==> src/rtl/auth_cmd_tx.sv <==
`default_nettype none
// ============================================================================
// Module      : auth_cmd_tx
// Description : Serializes authorization command bytes over an 8N1 UART link.
//               A go request sends GO_BYTE and a stop request sends
//               STOP_BYTE. Includes a baud counter, a one-deep pending
//               command slot and arbitration that gives stop priority.
//
//               Optional feature macro: AUTH_TX_KEEPALIVE_EN
//                 When defined, the block resends GO_BYTE after
//                 KEEPALIVE_CYC idle clocks while pwr_cmd is 1.
//
// Ports       : clk      - system clock, rising edge
//               rst_n    - synchronous active-low reset
//               go_req   - single-cycle request to send GO_BYTE
//               stop_req - single-cycle request to send STOP_BYTE
//               TX       - serial line, idles high
//               busy     - high while a frame is on the line
//               done     - one-cycle pulse in the last clock of a stop bit
//               pwr_cmd  - 1 after a GO frame, 0 after a STOP frame
// Revision    : 1.0 - initial release
// ============================================================================
module auth_cmd_tx #(
    parameter int          BAUD_DIV      = 2604,
    parameter logic [7:0]  GO_BYTE       = 8'h67,
    parameter logic [7:0]  STOP_BYTE     = 8'h73,
    parameter logic [23:0] KEEPALIVE_CYC = 24'd5_000_000
) (
    input  logic clk,
    input  logic rst_n,
    input  logic go_req,
    input  logic stop_req,
    output logic TX,
    output logic busy,
    output logic done,
    output logic pwr_cmd
);

    localparam logic [11:0] c_baud_last = 12'(BAUD_DIV - 1);
    localparam logic [11:0] c_baud_pre  = 12'(BAUD_DIV - 2);
    localparam logic [3:0]  c_bit_last  = 4'd9;

    typedef enum logic [0:0] {
        S_IDLE = 1'b0,
        S_XMIT = 1'b1
    } state_t;

    state_t      r_state;
    logic [11:0] r_baud;
    logic [3:0]  r_bit;
    logic [8:0]  r_shift;      // data bits then stop bit, LSB goes out next
    logic        r_cur_stop;   // frame on the line is a STOP frame
    logic        r_pend_valid;
    logic        r_pend_stop;

    logic w_ka_trig;
    logic w_go;
    logic w_any;
    logic w_baud_wrap;
    logic w_frame_end;
    logic w_m_valid;
    logic w_m_stop;

    assign w_go        = go_req | w_ka_trig;
    assign w_any       = w_go | stop_req;
    assign w_baud_wrap = (r_baud == c_baud_last);
    assign w_frame_end = w_baud_wrap && (r_bit == c_bit_last);

    // Pending slot merged with this cycle's requests: stop always wins, a go
    // never displaces a pending stop, and a repeat of the pending command
    // collapses into the existing entry.
    assign w_m_valid = r_pend_valid | w_any;
    assign w_m_stop  = stop_req | (r_pend_valid & r_pend_stop);

    always_ff @(posedge clk) begin
        if (!rst_n) begin
            r_state      <= S_IDLE;
            r_baud       <= '0;
            r_bit        <= '0;
            r_shift      <= '1;
            r_cur_stop   <= 1'b0;
            r_pend_valid <= 1'b0;
            r_pend_stop  <= 1'b0;
            TX           <= 1'b1;
            busy         <= 1'b0;
            done         <= 1'b0;
            pwr_cmd      <= 1'b0;
        end else begin
            done <= 1'b0;
            case (r_state)
                S_IDLE: begin
                    TX   <= 1'b1;
                    busy <= 1'b0;
                    if (w_any) begin
                        // Start bit goes out on this edge; a simultaneous go
                        // is dropped in favour of the stop.
                        r_state    <= S_XMIT;
                        busy       <= 1'b1;
                        TX         <= 1'b0;
                        r_baud     <= '0;
                        r_bit      <= '0;
                        r_cur_stop <= stop_req;
                        r_shift    <= {1'b1, (stop_req ? STOP_BYTE : GO_BYTE)};
                    end
                end

                S_XMIT: begin
                    if (!w_baud_wrap) begin
                        r_baud       <= r_baud + 12'd1;
                        r_pend_valid <= w_m_valid;
                        r_pend_stop  <= w_m_stop;
                        // Registered one clock early so it lines up with the
                        // final clock of the stop bit.
                        done <= (r_bit == c_bit_last) && (r_baud == c_baud_pre);
                    end else if (!w_frame_end) begin
                        r_baud       <= '0;
                        r_bit        <= r_bit + 4'd1;
                        TX           <= r_shift[0];
                        r_shift      <= {1'b1, r_shift[8:1]};
                        r_pend_valid <= w_m_valid;
                        r_pend_stop  <= w_m_stop;
                    end else begin
                        pwr_cmd      <= ~r_cur_stop;
                        r_baud       <= '0;
                        r_bit        <= '0;
                        r_pend_valid <= 1'b0;
                        r_pend_stop  <= 1'b0;
                        if (w_m_valid) begin
                            // Back-to-back: next start bit with no idle gap,
                            // including a request arriving in this very cycle.
                            TX         <= 1'b0;
                            r_cur_stop <= w_m_stop;
                            r_shift    <= {1'b1, (w_m_stop ? STOP_BYTE : GO_BYTE)};
                        end else begin
                            r_state <= S_IDLE;
                            TX      <= 1'b1;
                            busy    <= 1'b0;
                        end
                    end
                end

                default: begin
                    r_state <= S_IDLE;
                    TX      <= 1'b1;
                    busy    <= 1'b0;
                end
            endcase
        end
    end

`ifdef AUTH_TX_KEEPALIVE_EN
    localparam logic [23:0] c_ka_last = KEEPALIVE_CYC - 24'd1;

    logic [23:0] r_idle_cnt;

    assign w_ka_trig = (r_state == S_IDLE) && pwr_cmd && (r_idle_cnt == c_ka_last);

    // Counts idle clocks only while power is on; any accepted request
    // (including the self-issued one) restarts the interval.
    always_ff @(posedge clk) begin
        if (!rst_n) begin
            r_idle_cnt <= '0;
        end else if ((r_state != S_IDLE) || !pwr_cmd || w_any) begin
            r_idle_cnt <= '0;
        end else begin
            r_idle_cnt <= r_idle_cnt + 24'd1;
        end
    end
`else
    logic w_unused_keepalive;

    assign w_ka_trig          = 1'b0;
    assign w_unused_keepalive = ^KEEPALIVE_CYC;
`endif

endmodule
`default_nettype wire

==> config.mk <==
export PLATFORM = sky130hd
export DESIGN_NAME = auth_cmd_tx
export DESIGN_NICKNAME = d
export VERILOG_FILES = /design/src/rtl/auth_cmd_tx.sv
export SDC_FILE = /design/constraint.sdc
export NUM_CORES = 1
export LEC_CHECK = 0
export BUFFER_PORTS_ARGS = -buffer_cell sky130_fd_sc_hd__buf_4
export CAP_MARGIN = 0
export CORE_MARGIN = 3
export CORE_UTILIZATION = 54
export DETAILED_ROUTE_END_ITERATION = 12
export PLACE_DENSITY_LB_ADDON = 0.08
export RECOVER_POWER = 50
export SLEW_MARGIN = 25
export SYNTH_ARGS = -nofsm -noshare
export SYNTH_HDL_FRONTEND = slang
export SYNTH_SLANG_ARGS = --single-unit
==> constraint.sdc <==
create_clock -name clk -period 1.8 [get_ports clk]
set_input_delay 0.18 -clock clk [delete_from_list [all_inputs] [get_ports clk]]
set_output_delay 0.18 -clock clk [all_outputs]
set_load 0.02 [all_outputs]
* Word-level counts from Yosys, hierarchy flattened
Index checks and enable logic that the tools add are counted.
** Operators by class
- $add $sub $neg :: 2
- Bitwise logic cells :: 7
- Reduce and logical (&&, ||, !) cells :: 8
- Equality and inequality tests :: 9
- Mux-type cells :: 37
** Operators with widths (count)
- $mux W9 :: 4
- $eq A12 B12 Y1 const B :: 2
- $mux W12 :: 2
- $pmux W12 S2 :: 1
- $mux W1 :: 19
- $pmux W9 S2 :: 1
- $add A12 B1 Y12 const B :: 1
- $mux W4 :: 3
- $mux W5 :: 2
- $reduce_and A3 Y1 :: 3
- $pmux W1 S2 :: 4
- $pmux W4 S2 :: 1
- $ne A2 B1 Y1 const B :: 3
- $add A4 B1 Y4 const B :: 1
- $eq A4 B4 Y1 const B :: 1
- $ne A2 B2 Y1 const B :: 2
- $reduce_and A4 Y1 :: 1
- $ne A3 B2 Y1 const B :: 1
- $not A1 Y1 :: 3
- $or A1 B1 Y1 :: 3
- $reduce_or A3 Y1 :: 1
- $logic_and A1 B1 Y1 :: 2
- $reduce_and A2 Y1 :: 1
- $and A1 B1 Y1 :: 1
** Storage, ports and cells
- Flip-flop bits (word level) :: 33
- Output and inout port bits :: 4

* Logic depth before layout (Yosys ltp)
- Depth in word-level cells :: 7
- Mapped depth :: 6
- Mapped depth without buffers :: 6

* Worst setup path before layout
No wires, ideal clock.
- Kind :: reg-to-reg
- Start point :: register r_baud[0]
- End point :: register r_shift[3]
- Arrival time :: 1.681 ns
- Buffers on the path :: 0
- Setup time :: 0.122 ns
- Period minus slack after synthesis :: 1.803 ns
- Setup slack :: -0.003 ns
- Cell stages (with the launch flop) :: 6
- Path through :: dfxtp_1 -> ha_1 -> nor3b_4 -> a31o_4 -> nand2_1 -> a221o_1
** Between the ends
- Word-level cells in the longest chain between the ends :: 5
- Elaborated cells between the ends (all ways) :: 8
- Classes of those cells :: eq/ne (3); mux (3); reduce/logical (2)
** RTL lines
- from (decl) :: RTL line 49 : logic [11:0] r_baud;
- from (signal assigned) :: RTL line 109 : r_baud <= r_baud + 12'd1;
- $eq A12 B12 Y1 * :: RTL line 66 : assign w_baud_wrap = (r_baud == c_baud_last);
- $logic_and A1 B1 Y1 :: RTL line 67 : assign w_frame_end = w_baud_wrap && (r_bit == c_bit_last);
- $mux W9 :: RTL line 115 : end else if (!w_frame_end) begin
- $mux W9 :: RTL line 108 : if (!w_baud_wrap) begin
- $pmux W9 S2 :: RTL line 90 : case (r_state)
- to (signal assigned) :: RTL line 103 : r_shift <= {1'b1, (stop_req ? STOP_BYTE : GO_BYTE)};
- to (signal assigned) :: RTL line 119 : r_shift <= {1'b1, r_shift[8:1]};
- to (signal assigned) :: RTL line 133 : r_shift <= {1'b1, (w_m_stop ? STOP_BYTE : GO_BYTE)};
- to (decl) :: RTL line 51 : logic [8:0] r_shift;
Mark *: on every way between the ends. The rest lies on a longest branch, timed or not. The select of a mux whose other input is x is not followed.
A chain may end at the register's enable or synchronous reset.

* Worst setup path after layout
- Start point :: register r_baud[0]
- End point :: register r_bit[2]
** Between the ends
- Word-level cells in the longest chain between the ends :: 5
- Elaborated cells between the ends (all ways) :: 7
- Classes of those cells :: eq/ne (2); mux (3); reduce/logical (2)
** RTL lines
- $eq A12 B12 Y1 * :: RTL line 66
- $logic_and A1 B1 Y1 :: RTL line 67
- $mux W4 :: RTL line 115
- $mux W4 :: RTL line 108
- $pmux W4 S2 :: RTL line 90
- to (signal assigned) :: RTL line 117 : r_bit <= r_bit + 4'd1;
- to (decl) :: RTL line 50 : logic [3:0] r_bit;
Marked as above.

==> metrics.txt <==
# TYPE chip_impl_metric gauge
chip_impl_metric{name="rows",unit=""} 19
chip_impl_info{name="cts_tree",value="built"} 1
chip_impl_info{name="layout.cells.most_common",value="buf_4"} 1
chip_impl_metric{name="smallest_setup_slack_after_layout",unit="ns"} 0.03664
chip_impl_metric{name="synth_enable_flop_cells",unit=""} 0
chip_impl_metric{name="crit_arrival",unit="ns"} 2.03
chip_impl_metric{name="final_slew_violations",unit=""} 0
chip_impl_metric{name="post_synthesis_cells",unit=""} 184
chip_impl_info{name="hp-class",value="in -> reg"} 1
chip_impl_metric{name="grt_antenna_before_repair",unit=""} 0
chip_impl_metric{name="cts_buffers",unit=""} 5
chip_impl_metric{name="areaGrowthSynthToFinish",unit="%"} 26.00
chip_impl_metric{name="ys.warnings.count",unit=""} 0
chip_impl_metric{name="critical_path.max_stage_delay",unit="ns"} 0.41
chip_impl_metric{name="synth_sequential_area_ratio",unit="%"} 39.26
chip_impl_metric{name="drt_iter0_markers",unit=""} 202
chip_impl_metric{name="routabilityCongestion",unit=""} 0.8306
chip_impl_info{name="r2r_start",value="r_baud[0]$_SDFFE_PN0N_"} 1
chip_impl_metric{name="pin_count_of_the_biggest_net_entering_global_routing",unit=""} 16
chip_impl_metric{name="hold_viol",unit=""} 0
chip_impl_metric{name="finalNetCount",unit=""} 226
chip_impl_metric{name="layout-drive-gt1-share",unit="%"} 29.22
chip_impl_metric{name="max_slew_margin",unit="%"} 65.43
chip_impl_info{name="run_status",value="completed"} 1
chip_impl_metric{name="drt_first_pass_iters",unit=""} 5
chip_impl_metric{name="timing.hold.ws",unit="ns"} 0.09126
chip_impl_info{name="critical_path.endpoint",value="r_bit[2]$_SDFFE_PN0P_"} 1
chip_impl_info{name="rsz0062_at_grt",value="true"} 1
chip_impl_metric{name="syn_avg_cell_area",unit="um2"} 8.867
chip_impl_metric{name="p_leak",unit="nW"} 0.7332
chip_impl_info{name="post_synthesis_cell_type_with_the_largest_combined_area",value="dfxtp_1"} 1
chip_impl_metric{name="synth_largest_type_area_fraction",unit="%"} 39.26
chip_impl_metric{name="die_area",unit="um2"} 3717
chip_impl_metric{name="detail-route-antenna-nets",unit=""} 0
chip_impl_metric{name="ff2ff_path_depth",unit=""} 6
chip_impl_metric{name="initial_core_util",unit="%"} 57.67
chip_impl_metric{name="critical_path.n_buffers_inverters",unit=""} 1
chip_impl_metric{name="synth_nets",unit=""} 192
chip_impl_info{name="worst_r2r_endpoint",value="r_bit[2]$_SDFFE_PN0P_"} 1
chip_impl_metric{name="grt_remaining_overflow",unit=""} 0
chip_impl_metric{name="max_cap_viol_count",unit=""} 0
chip_impl_info{name="slowest_stage",value="a2111o_1"} 1
chip_impl_metric{name="finalNonFillerCells",unit=""} 250
chip_impl_metric{name="postSynthRegisterBits",unit=""} 32
chip_impl_metric{name="fmaxAchievable",unit="MHz"} 567.1
chip_impl_metric{name="grt_util_all_layers",unit="%"} 25.44
chip_impl_metric{name="routed_wire_length_per_instance",unit="um"} 17.30
chip_impl_metric{name="dp_cells",unit=""} 234
chip_impl_metric{name="ir_drop",unit="mV"} 0.4655
chip_impl_metric{name="dp_hpwl",unit="um"} 2877
chip_impl_metric{name="final_min_period_over_clock_period",unit="%"} 97.96
chip_impl_metric{name="first_pass_grt_wire_length",unit="um"} 6927
chip_impl_info{name="cts-root-buf",value="clkbuf_4"} 1
chip_impl_metric{name="critical_path_peak_fanout",unit=""} 6
chip_impl_info{name="timing.critical_path.cells",value="ha_4 -> nor3b_4 -> buf_6 -> nand4_1 -> a2111o_1 -> a21oi_1"} 1
chip_impl_metric{name="asyncSetResetFlopFracSynth",unit="%"} 0
chip_impl_metric{name="clock_skew",unit="ns"} 0.006439
chip_impl_metric{name="critical_path_depth",unit=""} 6
chip_impl_metric{name="htree_num_levels",unit=""} 2
chip_impl_metric{name="cts_sinks",unit=""} 32
chip_impl_metric{name="critical_path_data_required_time",unit="ns"} 2.06
chip_impl_metric{name="grt_pass1_vias",unit=""} 1508
chip_impl_metric{name="layout_min_cycle_time",unit="ns"} 1.763
chip_impl_info{name="mostFrequentLayoutCells",value="29 x buf_4, 28 x dfxtp_1, 17 x o21ai_0"} 1
chip_impl_metric{name="ff2ff_setup_slack",unit="ns"} 0.04
chip_impl_info{name="crit_family",value="compound AO/OA/AOI/OAI gates"} 1
chip_impl_info{name="timing.critical_path.from",value="r_baud[0]$_SDFFE_PN0N_"} 1
chip_impl_metric{name="postRouteWirelength",unit="um"} 4326
chip_impl_metric{name="num_io_pins",unit=""} 8
chip_impl_metric{name="count_of_distinct_cell_types_in_the_synthesized_netlist",unit=""} 46
chip_impl_metric{name="vias_per_cell",unit=""} 6.468
chip_impl_metric{name="insertion_delay",unit="ns"} 0.34
chip_impl_info{name="timing.critical_path.to_type",value="flop"} 1
chip_impl_info{name="worst_setup_path_start_kind",value="flop"} 1
chip_impl_metric{name="place.port_buffers",unit=""} 7
chip_impl_metric{name="dieWidth",unit="um"} 60.97
chip_impl_info{name="critical_path_class",value="reg -> reg"} 1
chip_impl_metric{name="transition_time_at_the_pin_with_the_least_slew_margin",unit="ns"} 0.5179
chip_impl_metric{name="core_area",unit="um2"} 2829
chip_impl_metric{name="power_density",unit="nW/um2"} 709.6
chip_impl_metric{name="cts.reportedPaths.clkPinSlew",unit="ns"} 0.10
chip_impl_metric{name="syn-cell-area",unit="um2"} 1632
chip_impl_metric{name="post-place-ws",unit="ns"} -0.01138
chip_impl_metric{name="finalSetupViolations",unit=""} 0
chip_impl_metric{name="drc_errors_left",unit=""} 0
chip_impl_metric{name="die_h",unit="um"} 60.97
chip_impl_metric{name="vias",unit=""} 1617
chip_impl_info{name="synth_ff_type",value="dfxtp_1"} 1
chip_impl_metric{name="clock_tree.buffer_depth",unit=""} 2
chip_impl_metric{name="n_antenna_cell",unit=""} 0
chip_impl_info{name="leading_cell_types_by_total_area_after_synthesis",value="dfxtp_1 39%, o21ai_0 5.5%, a21oi_1 5.2%"} 1
report_power, final:
part | leakage, nW | internal, mW | switching [mW]
sequential | 0.263 | 0.729 | 0.0130
combinational | 0.429 | 0.0680 | 0.0964
clock | 0.0412 | 0.289 | 0.263
worst min path at each step:
stage | cells after the start | to | from
finish | 2 | TX$_SDFFE_PN1P_ | rst_n
global route | 2 | r_shift[0]$_SDFFE_PN1P_ | rst_n
CTS | 2 | r_shift[0]$_SDFFE_PN1P_ | rst_n
detailed placement | 2 | r_shift[0]$_SDFFE_PN1P_ | rst_n
global placement | 2 | TX$_SDFFE_PN1P_ | rst_n
floorplan | 2 | r_pend_stop$_SDFFE_PN0P_ | stop_req
worst register-to-register path, stage by stage, from the launching register on:
cell and delay (ns):
dfxtp_2 0.37, ha_4 0.16, nor3b_4 0.34, buf_6 0.19, nand4_1 0.10, a2111o_1 0.41
a21oi_1 0.13
registers in the layout, indices dropped and copies added (netlist names):
signal,cells
r_cur_stop,1
r_bit,4
done,1
r_pend_valid,1
pwr_cmd,1
r_state,1
TX,1
busy,1
r_pend_stop,1
r_shift,8
r_baud,12
kinds of logic (layout without fill, tap and decap cells):
| kind of cell | count (synthesis) | count (layout) | synth area share, % |
|---|---|---|---|
| AO/OA/AOI/OAI | 69 | 70 | 29.75 |
| AND/OR/NAND/NOR | 60 | 60 | 21.24 |
| flip-flops | 32 | 32 | 39.26 |
| buffers and inverters | 17 | 51 | 5.444 |
| adder cells (fa/ha/maj) | 4 | 4 | 3.068 |
| multiplexers | 2 | 2 | 1.227 |
what timing repair did:
action	4_1_cts	5_1_grt
setup buffers	0	6
setup endpoints to repair	2	15
cloned	0	3
pin swaps	0	4
gates resized for setup	2	17
hold buffers	0	0
stage by stage:
step                cell area [um2]  setup TNS (ns)  total power, mW  util (%)
floorplan                      1634               0           0.8489         -
finish                         2056               0            1.459     72.67
global placement               1844               0           0.9038     65.19
CTS                            1934               0            1.454     68.38
detailed placement             1844        -0.01138           0.9094     65.19
global route                   2056         -0.1315            1.532     72.67
cell type report:
| class | count | area (um2) |
|---|---|---|
| Clock buffer | 5 | 37.54 |
| Clock inverter | 3 | 42.54 |
| Fill cell | 217 | 773.2 |
| Inverter | 6 | 22.52 |
| Multi-Input combinational cell | 136 | 997.2 |
| Sequential cell | 32 | 645.6 |
| Tap cell | 31 | 38.79 |
| Timing Repair Buffer | 37 | 271.5 |
Yosys cell counts, types with 2 or more instances:
master and count:
a211o_1 3, a211oi_1 2, a21oi_1 17, a311oi_1 6
a31oi_1 2, a41oi_1 5, buf_2 2, buf_4 2
buf_6 2, clkbuf_1 5, dfxtp_1 32, ha_1 4
inv_1 6, mux2i_1 2, nand2_1 12, nand3_1 7
nand4_1 2, nor2_1 12, nor3_1 9, nor4_1 2
nor4bb_1 3, o211a_1 2, o211ai_1 3, o21ai_0 18
or3_1 3
layer usage:
layer	global-route usage (%)	vias to the layer above	part of all wire, %
met3	6.383	15	5.9
met4	13.31	0	2.9
met5	0	-	0
met1	30.88	754	41
li1	-	789	-
met2	41.37	59	50
Power figures use the tool's default switching activity.
